===== config.mk =====
export PLATFORM = sky130hd
export DESIGN_NAME = pipe_stage_reg_flat
export DESIGN_NICKNAME = d
export VERILOG_FILES = /design/src/rtl/cpu_pipe_pkg.sv /design/src/rtl/pipe_stage_reg_if.sv /design/src/rtl/pipe_slot.sv /design/src/rtl/pipe_stage_reg.sv /design/src/flat_wrapper.sv
export SDC_FILE = /design/constraint.sdc
export NUM_CORES = 1
export LEC_CHECK = 0
export CORE_MARGIN = 5
export CORE_UTILIZATION = 30
export DETAILED_ROUTE_END_ITERATION = 7
export DONT_BUFFER_PORTS = 1
export SETUP_SLACK_MARGIN = 0.1
export SYNTH_ARGS = -nofsm -noshare
export SYNTH_HDL_FRONTEND = slang
export SYNTH_SLANG_ARGS = --single-unit

===== constraint.sdc =====
create_clock -name clk -period 1.7 [get_ports clk]
set_input_delay 0.34 -clock clk [delete_from_list [all_inputs] [get_ports clk]]
set_output_delay 0.34 -clock clk [all_outputs]
set_load 0.05 [all_outputs]

===== src/rtl/cpu_pipe_pkg.sv =====
// Shared pipeline definitions: per-stage bundle widths, control bundle layouts
// and small helpers used by the stage register.
package cpu_pipe_pkg;

    localparam int unsigned OCC_W = 2;

    // Control bundles; instances cast these to and from CTRL_W vectors.
    typedef struct packed {
        logic pred_taken;
        logic fetch_fault;
    } ifid_ctrl_t;

    typedef struct packed {
        logic       reg_write;
        logic       mem_read;
        logic       mem_write;
        logic       mem_to_reg;
        logic       branch;
        logic       jump;
        logic       alu_src;
        logic [3:0] alu_op;
        logic [4:0] rd;
    } idex_ctrl_t;

    typedef struct packed {
        logic       reg_write;
        logic       mem_read;
        logic       mem_write;
        logic       mem_to_reg;
        logic       branch_taken;
        logic [2:0] mem_size;
        logic [4:0] rd;
    } exmem_ctrl_t;

    typedef struct packed {
        logic       reg_write;
        logic       mem_to_reg;
        logic [4:0] rd;
    } memwb_ctrl_t;

    localparam int unsigned IFID_DATA_W  = 96;
    localparam int unsigned IDEX_DATA_W  = 256;
    localparam int unsigned EXMEM_DATA_W = 192;
    localparam int unsigned MEMWB_DATA_W = 64;

    localparam int unsigned IFID_CTRL_W  = $bits(ifid_ctrl_t);
    localparam int unsigned IDEX_CTRL_W  = $bits(idex_ctrl_t);
    localparam int unsigned EXMEM_CTRL_W = $bits(exmem_ctrl_t);
    localparam int unsigned MEMWB_CTRL_W = $bits(memwb_ctrl_t);

    function automatic logic [OCC_W-1:0] occ_count(input logic a, input logic b);
        return OCC_W'(a) + OCC_W'(b);
    endfunction

endpackage


===== src/rtl/pipe_stage_reg_if.sv =====
// Valid/ready handshake carrying one data bundle and one control bundle.
interface pipe_stage_reg_if #(
    parameter int unsigned DATA_W = 64,
    parameter int unsigned CTRL_W = 16
);
    logic              valid;
    logic              ready;
    logic [DATA_W-1:0] data;
    logic [CTRL_W-1:0] ctrl;

    modport master (output valid, output data, output ctrl, input ready);
    modport slave  (input valid, input data, input ctrl, output ready);
endinterface


===== src/rtl/pipe_slot.sv =====
// One valid/data/ctrl holding register with clear, load and hold.
// A cleared slot always holds zero data and control.
module pipe_slot #(
    parameter int unsigned DATA_W = 64,
    parameter int unsigned CTRL_W = 16
) (
    input  logic              clk,
    input  logic              reset,
    input  logic              clear,
    input  logic              load,
    input  logic [DATA_W-1:0] d_data,
    input  logic [CTRL_W-1:0] d_ctrl,
    output logic              valid,
    output logic [DATA_W-1:0] data,
    output logic [CTRL_W-1:0] ctrl
);

    always_ff @(posedge clk) begin
        if (reset || clear) begin
            valid <= 1'b0;
            data  <= '0;
            ctrl  <= '0;
        end else if (load) begin
            valid <= 1'b1;
            data  <= d_data;
            ctrl  <= d_ctrl;
        end
    end

endmodule


===== src/rtl/pipe_stage_reg.sv =====
// Generic inter-stage pipeline register with valid/ready handshake, flush,
// and an optional skid entry that registers the upstream ready.
module pipe_stage_reg
    import cpu_pipe_pkg::*;
#(
    parameter int unsigned DATA_W = 64,
    parameter int unsigned CTRL_W = 16,
    parameter int unsigned SKID   = 1
) (
    input  logic                clk,
    input  logic                reset,
    input  logic                flush,
    pipe_stage_reg_if.slave     up,
    pipe_stage_reg_if.master    dn,
    output logic [OCC_W-1:0]    occupancy
);

    logic              in_fire;
    logic              out_fire;
    logic              main_v;
    logic [DATA_W-1:0] main_d;
    logic [CTRL_W-1:0] main_c;
    logic              main_load;
    logic              main_clr;
    logic [DATA_W-1:0] main_nd;
    logic [CTRL_W-1:0] main_nc;
    logic              main_v_nxt;
    logic              skid_v_nxt;

    assign in_fire  = up.valid & up.ready;
    assign out_fire = main_v & dn.ready;

    assign dn.valid = main_v;
    assign dn.data  = main_d;
    assign dn.ctrl  = main_c;

    pipe_slot #(.DATA_W(DATA_W), .CTRL_W(CTRL_W)) u_main (
        .clk    (clk),
        .reset  (reset),
        .clear  (flush | main_clr),
        .load   (main_load),
        .d_data (main_nd),
        .d_ctrl (main_nc),
        .valid  (main_v),
        .data   (main_d),
        .ctrl   (main_c)
    );

    assign main_v_nxt = main_load | (main_v & ~main_clr);

    if (SKID != 0) begin : g_skid
        logic              skid_v;
        logic [DATA_W-1:0] skid_d;
        logic [CTRL_W-1:0] skid_c;
        logic              skid_load;
        logic              skid_clr;

        pipe_slot #(.DATA_W(DATA_W), .CTRL_W(CTRL_W)) u_skid (
            .clk    (clk),
            .reset  (reset),
            .clear  (flush | skid_clr),
            .load   (skid_load),
            .d_data (up.data),
            .d_ctrl (up.ctrl),
            .valid  (skid_v),
            .data   (skid_d),
            .ctrl   (skid_c)
        );

        // Ready depends only on held state, never on downstream ready.
        assign up.ready  = ~reset & ~skid_v;
        assign skid_v_nxt = skid_load | (skid_v & ~skid_clr);

        // Main refills from skid first to keep FIFO order.
        always_comb begin
            main_load = 1'b0;
            main_clr  = 1'b0;
            main_nd   = up.data;
            main_nc   = up.ctrl;
            skid_load = 1'b0;
            skid_clr  = 1'b0;
            if (!main_v || out_fire) begin
                if (skid_v) begin
                    main_load = 1'b1;
                    main_nd   = skid_d;
                    main_nc   = skid_c;
                    skid_load = in_fire;
                    skid_clr  = ~in_fire;
                end else if (in_fire) begin
                    main_load = 1'b1;
                end else begin
                    main_clr  = 1'b1;
                end
            end else if (in_fire) begin
                skid_load = 1'b1;
            end
        end
    end else begin : g_noskid
        assign up.ready   = ~reset & (~main_v | dn.ready);
        assign skid_v_nxt = 1'b0;

        always_comb begin
            main_load = in_fire;
            main_clr  = ~in_fire & out_fire;
            main_nd   = up.data;
            main_nc   = up.ctrl;
        end
    end

    always_ff @(posedge clk) begin
        if (reset || flush) begin
            occupancy <= '0;
        end else begin
            occupancy <= occ_count(main_v_nxt, skid_v_nxt);
        end
    end

endmodule


===== src/flat_wrapper.sv =====
// flat-port wrapper written by rule: the top's interface ports become plain ports
module pipe_stage_reg_flat import cpu_pipe_pkg::*;
#(
    parameter int unsigned DATA_W = 64,
    parameter int unsigned CTRL_W = 16,
    parameter int unsigned SKID   = 1
)
  (clk, reset, flush, occupancy, up_valid, up_data, up_ctrl, up_ready, dn_valid, dn_data, dn_ctrl, dn_ready);
  pipe_stage_reg_if #(.DATA_W(DATA_W), .CTRL_W(CTRL_W)) up_i ();
  pipe_stage_reg_if #(.DATA_W(DATA_W), .CTRL_W(CTRL_W)) dn_i ();
  input  logic clk;
  input  logic reset;
  input  logic flush;
  output logic [OCC_W-1:0] occupancy;
  input wire logic [$bits(up_i.valid)-1:0] up_valid;
  input wire logic [$bits(up_i.data)-1:0] up_data;
  input wire logic [$bits(up_i.ctrl)-1:0] up_ctrl;
  output wire logic [$bits(up_i.ready)-1:0] up_ready;
  output wire logic [$bits(dn_i.valid)-1:0] dn_valid;
  output wire logic [$bits(dn_i.data)-1:0] dn_data;
  output wire logic [$bits(dn_i.ctrl)-1:0] dn_ctrl;
  input wire logic [$bits(dn_i.ready)-1:0] dn_ready;
  assign up_i.valid = up_valid;
  assign up_i.data = up_data;
  assign up_i.ctrl = up_ctrl;
  assign up_ready = up_i.ready;
  assign dn_valid = dn_i.valid;
  assign dn_data = dn_i.data;
  assign dn_ctrl = dn_i.ctrl;
  assign dn_i.ready = dn_ready;
  pipe_stage_reg #(.DATA_W(DATA_W), .CTRL_W(CTRL_W), .SKID(SKID)) u_core (.clk(clk), .reset(reset), .flush(flush), .up(up_i), .dn(dn_i), .occupancy(occupancy));
endmodule

Yosys cells after proc, flatten, opt, wreduce, memory -nomap -nowiden
Cells that the tools add are included.
- add/sub/neg operators: 1
- mux-type cells: 14
- bitwise operators: 14
- reductions and logical operators: 5
- operators by type and width (kind ; count):
    $mux 64 ; 2
    $mux 16 ; 2
    $mux 1 ; 10
    $and 1x1->1 ; 5
    $not 1->1 ; 5
    $logic_or 1x1->1 ; 4
    $or 1x1->1 ; 4
    $add 1x1->2 ; 1
    $logic_not 1->1 ; 1
- bits in registers: 164
- output and inout bits: 84
- logic and storage cells: 41

Longest topological paths before layout
- depth after elaboration: 10
- mapped depth: 8

Modules after synthesis
A second synthesis with hierarchy kept.
- cells, all modules: 629
- area total of the unflattened synthesis: 7362.1 µm²
- by module, submodules not included (module ; times used ; cells each ; area an instance (µm²) ; seq. area each (µm²)):
    pipe_slot ; 2 ; 262 ; 2965.3 ; 1621.6
    pipe_stage_reg ; 1 ; 105 ; 1431.4 ; 40.0

Least setup slack after synthesis
No wires, ideal clock.
- path kind: reg-to-reg
- from: register u_core.u_main.valid
- to: register u_core.u_main.data[52]
- library setup time: 0.118 ns
- data arrival time: 1.732 ns
- path slack: -0.150 ns
- cell stages (with the launch flop): 8
- clock period less this slack: 1.850 ns
- path through: dfxtp_1 > nand2b_1 > buf_2 > o21a_1 > buf_2 > buf_4 > buf_2 > o2111a_1
- longest elaborated chain between the ends: 5
- elaborated cells between the ends (all ways): 8
- classes of those cells: 3 x mux; 2 x bitwise; 3 x reduce/logical
- RTL lines (item ; line ; RTL):
    from (decl) ; pipe_slot.sv:13 ; output logic valid,
    from (signal assigned) ; pipe_slot.sv:20 ; valid <= 1'b0;
    from (signal assigned) ; pipe_slot.sv:24 ; valid <= 1'b1;
    $and 1x1->1 or $logic_not 1->1 (tied branches) ; pipe_stage_reg.sv:31, pipe_stage_reg.sv:82 ;
    $logic_or 1x1->1 * ; pipe_stage_reg.sv:82 ; if (!main_v || out_fire) begin
    $mux 1 ; pipe_stage_reg.sv:82 ;
    $or 1x1->1 ; pipe_stage_reg.sv:40 ; .clear (flush | main_clr),
    $logic_or 1x1->1 ; pipe_slot.sv:19 ; if (reset || clear) begin
    to (signal assigned) ; pipe_slot.sv:25 ; data <= d_data;
    to (decl) ; pipe_slot.sv:14 ; output logic [DATA_W-1:0] data,
Every way passes the cells marked *; elsewhere a longest branch is shown, timed or not.
A chain may end at the register's enable or synchronous reset.

Worst setup path after layout
- from: register u_core.g_skid.u_skid.valid
- to: register u_core.u_main.data[26]
- longest elaborated chain between the ends: 8
- elaborated cells between the ends (all ways): 13
- classes of those cells: 8 x mux; 4 x bitwise; 1 x reduce/logical
- RTL lines (item ; line ; RTL):
    from (decl) ; pipe_slot.sv:13 ;
    from (signal assigned) ; pipe_slot.sv:20 ;
    from (signal assigned) ; pipe_slot.sv:24 ;
    $not 1->1 ; pipe_stage_reg.sv:71 ; assign up.ready = ~reset & ~skid_v;
    $and 1x1->1 ; pipe_stage_reg.sv:71 ;
    $and 1x1->1 ; pipe_stage_reg.sv:30 ; assign in_fire = up.valid & up.ready;
    $mux 1 ; pipe_stage_reg.sv:89 ; end else if (in_fire) begin
    $mux 1 ; pipe_stage_reg.sv:83 ; if (skid_v) begin
    $mux 1 ; pipe_stage_reg.sv:82 ;
    $or 1x1->1 ; pipe_stage_reg.sv:40 ;
    $logic_or 1x1->1 ; pipe_slot.sv:19 ;
Several ways; a longest one is shown, not always the timed one.

==> results.ini <==
[global_route]
antenna_found_initial = 0
grt_pass1_wl_mm = 30.8
gr-usage-all-layers_pct = 14.7
overflow = 0
grt_max_degree = 100
first_global_vias = 5474

[synth]
ys_ff_latch = 164
synth.distinct_cells = 26
syn_inst = 759
synth-edff-count = 0
syn-num-nets = 845
synth_ff_type = dfxtp_1
netlist_area_mm2 = 0.00693
yosysWarnings = 0
yosys.area.top_type = dfxtp_1
synth-async-reset-ratio_pct = 0
synth.area.top_cells = dfxtp_1 (47%), or3_1 (14%), o2111a_1 (13%)
yosys.cell_count.top_type = dfxtp_1
ys_seq_area_share_pct = 47.4
synth_top_area_share_pct = 47.4
avgSynthCellArea_um2 = 9.12
synth_common_cells = dfxtp_1 (164), or3_1 (158), a21oi_1 (80), nand3_1 (80), o21ai_0 (80)

[floorplan]
fp.dieArea_mm2 = 0.0262
start_util_pct = 30.5
std_cell_rows = 55
die_y_um = 162
ios = 169
core_area_mm2 = 0.0227
die_x_um = 162

[finish]
stdcell_area_mm2 = 0.00798
final_net_count = 801
multi_input_area_mm2 = 0.00326
syn2layout_area_growth_pct = 15.2
utilization_pct = 35.1
drive_above_1_share_pct = 9.77
fillCellCount = 2294
final-seq-area_mm2 = 0.00329
diodes = 0

[clock_network]
clock_sinks = 164
clk_latency_ns = 0.42
cts_buffers = 17
ctsRootBufferMaster = clkbuf_16
htreeDepth = 4
cts_buffer_depth = 2
path_clk_slew_ns = 0.07
cts_tree = done

[critical_path]
path_max_fanout = 54
cp-end-kind = flip-flop
r2r-start = u_core.g_skid.u_skid.valid
crit_required_ns = 2.00
worst_setup_path_start_kind = flip-flop
reg2reg_depth = 4
worst-r2r-setup-slack_ns = 0.13
worstSetupPathType = flip-flop to flip-flop
worst-endpoint-arrival_ns = 1.88
r2r_end = u_core.u_main.data[26]

[min_path]
hp-start = up_ctrl[7]
holdPathEnd = u_core.g_skid.u_skid.ctrl[7]
hp-class = input port to flip-flop
hold-path-cell-count = 2

[routing]
vias = 5759
first_pass_iters = 5
route.detailed.drc = 0
routed_via_density = 5.69
postRouteAntennaNets = 0
wl_per_cell_um = 19.9
drt_iter0_markers = 372
wl_mm = 20.2

[sta]
fin_crit_sh_pct = 92.4
whs_ns = 0.0623
setup_viol = 0
worst_slew_pin_slew_ns = 0.587
rsz0062_at_grt = yes
min_period_ns = 1.57
max_freq_ghz = 0.636
slew_violations = 0
slew_headroom_pct = 60.8
tns_ns = 0
clock_skew_ns = 0.0104
hold_viol_final = 0

[power_and_ir_drop]
combPwrFrac_pct = 5.7
power_density_mw_per_mm2 = 1070
p_leak_nw = 2.47
pwr-share-clk_pct = 46.9
switching_power_mw = 2.10
intPower_mw = 6.45
swShare_pct = 24.6
power_frac_seq_pct = 47.5
max-vdd-ir-drop_mv = 0.514

[placement]
place_congestion = 0.715
place_hpwl_mm = 12.2
place_area_mm2 = 0.00729
port_buffers = 0

[outcome]
outcome = finished clean

[run]
max_cap_viol_count = 0

placed cells by master, fill, tap and decap left out, types with 2 or more instances in the layout:
cell	instances
nor2_1	5
o21ai_0	80
nor3_1	2
clkinvlp_4	4
dlygate4sd3_1	2
o2111a_1	79
buf_12	14
clkbuf_8	2
clkbuf_16	19
and2_1	2
nand3_1	80
inv_6	2
a21oi_1	80
buf_4	15
or3_1	158
dfxtp_1	163
bufinv_16	3
what timing repair did:
item / 4_1_cts / 5_1_grt
hold buffers: 2 / 0
resized for setup: 0 / 2
hold endpoints to repair: 1 / 0
setup endpoints to repair: 0 / 47
buffers inserted: 0 / 1
metrics by stage:
step,instances,total power [mW],worst slack [ns]
global route,1012,8.89,0.0801
floorplan,759,4.45,0.116
finish,1012,8.55,0.128
detailed placement,977,4.62,0.112
global placement,977,4.61,0.127
CTS,1010,8.68,0.113
area by class of cell:
type                            count  area share [%]
Multi-Input combinational cell    498            40.9
Clock inverter                     11            1.90
Inverter                            1          0.0471
Tap cell                          285            4.47
Timing Repair Buffer               33            5.80
Clock buffer                       20            5.72
Sequential cell                   164            41.2
worst max-delay path, stage by stage (launching register included):
cell      delay [ns]
dfxtp_1         0.32
or3b_4          0.45
buf_12          0.21
or3_1           0.32
o2111a_1        0.14
flip-flops by register name, summed over array words and instances (netlist names):
name	flops
u_core.occupancy	2
u_core.u_main.data	64
u_core.g_skid.u_skid.data	64
u_core.g_skid.u_skid.ctrl	16
u_core.u_main.ctrl	16
u_core.g_skid.u_skid.valid	1
u_core.u_main.valid	1
routing by layer:
layer / routed length [um] / vias up / part of all wire (%) / GRT usage, %
met5: 0 / - / 0 / 0
met4: 539 / 0 / 2.7 / 5.92
met3: 1440 / 30 / 7.1 / 4.87
met2: 9900 / 135 / 49 / 24.9
met1: 8280 / 2810 / 41 / 17.1
li1: - / 2784 / - / -
worst max path at each step:
stage	end	slack, ns	startpoint
after global routing	u_core.u_main.data[22]	0.08	u_core.g_skid.u_skid.valid
after detailed placement	u_core.u_main.data[42]	0.11	reset
after CTS	u_core.u_main.data[42]	0.11	u_core.g_skid.u_skid.valid
after floorplan	u_core.g_skid.u_skid.ctrl[0]	0.12	u_core.u_main.valid
final	u_core.u_main.data[26]	0.13	u_core.g_skid.u_skid.valid
after global placement	u_core.u_main.data[39]	0.13	reset
kinds of logic after synthesis:
logic type | count (synthesis) | synth area share [%]
adders and majority gates | 1 | 0.181
DFF | 164 | 47.4
AOI/OAI and AO/OA | 242 | 24.8
and+or+nand+nor | 255 | 21.5
buffers and inverters | 97 | 6.16
power by group through the flow:
stage               clock, mW  combinational [mW]  sequential (mW)
floorplan                   0               0.315             4.14
global placement            0               0.467             4.15
detailed placement          0               0.471             4.15
CTS                      4.15               0.474             4.06
global route             4.30               0.528             4.06
finish                   4.01               0.483             4.06
(Power assumes the default switching activity.)
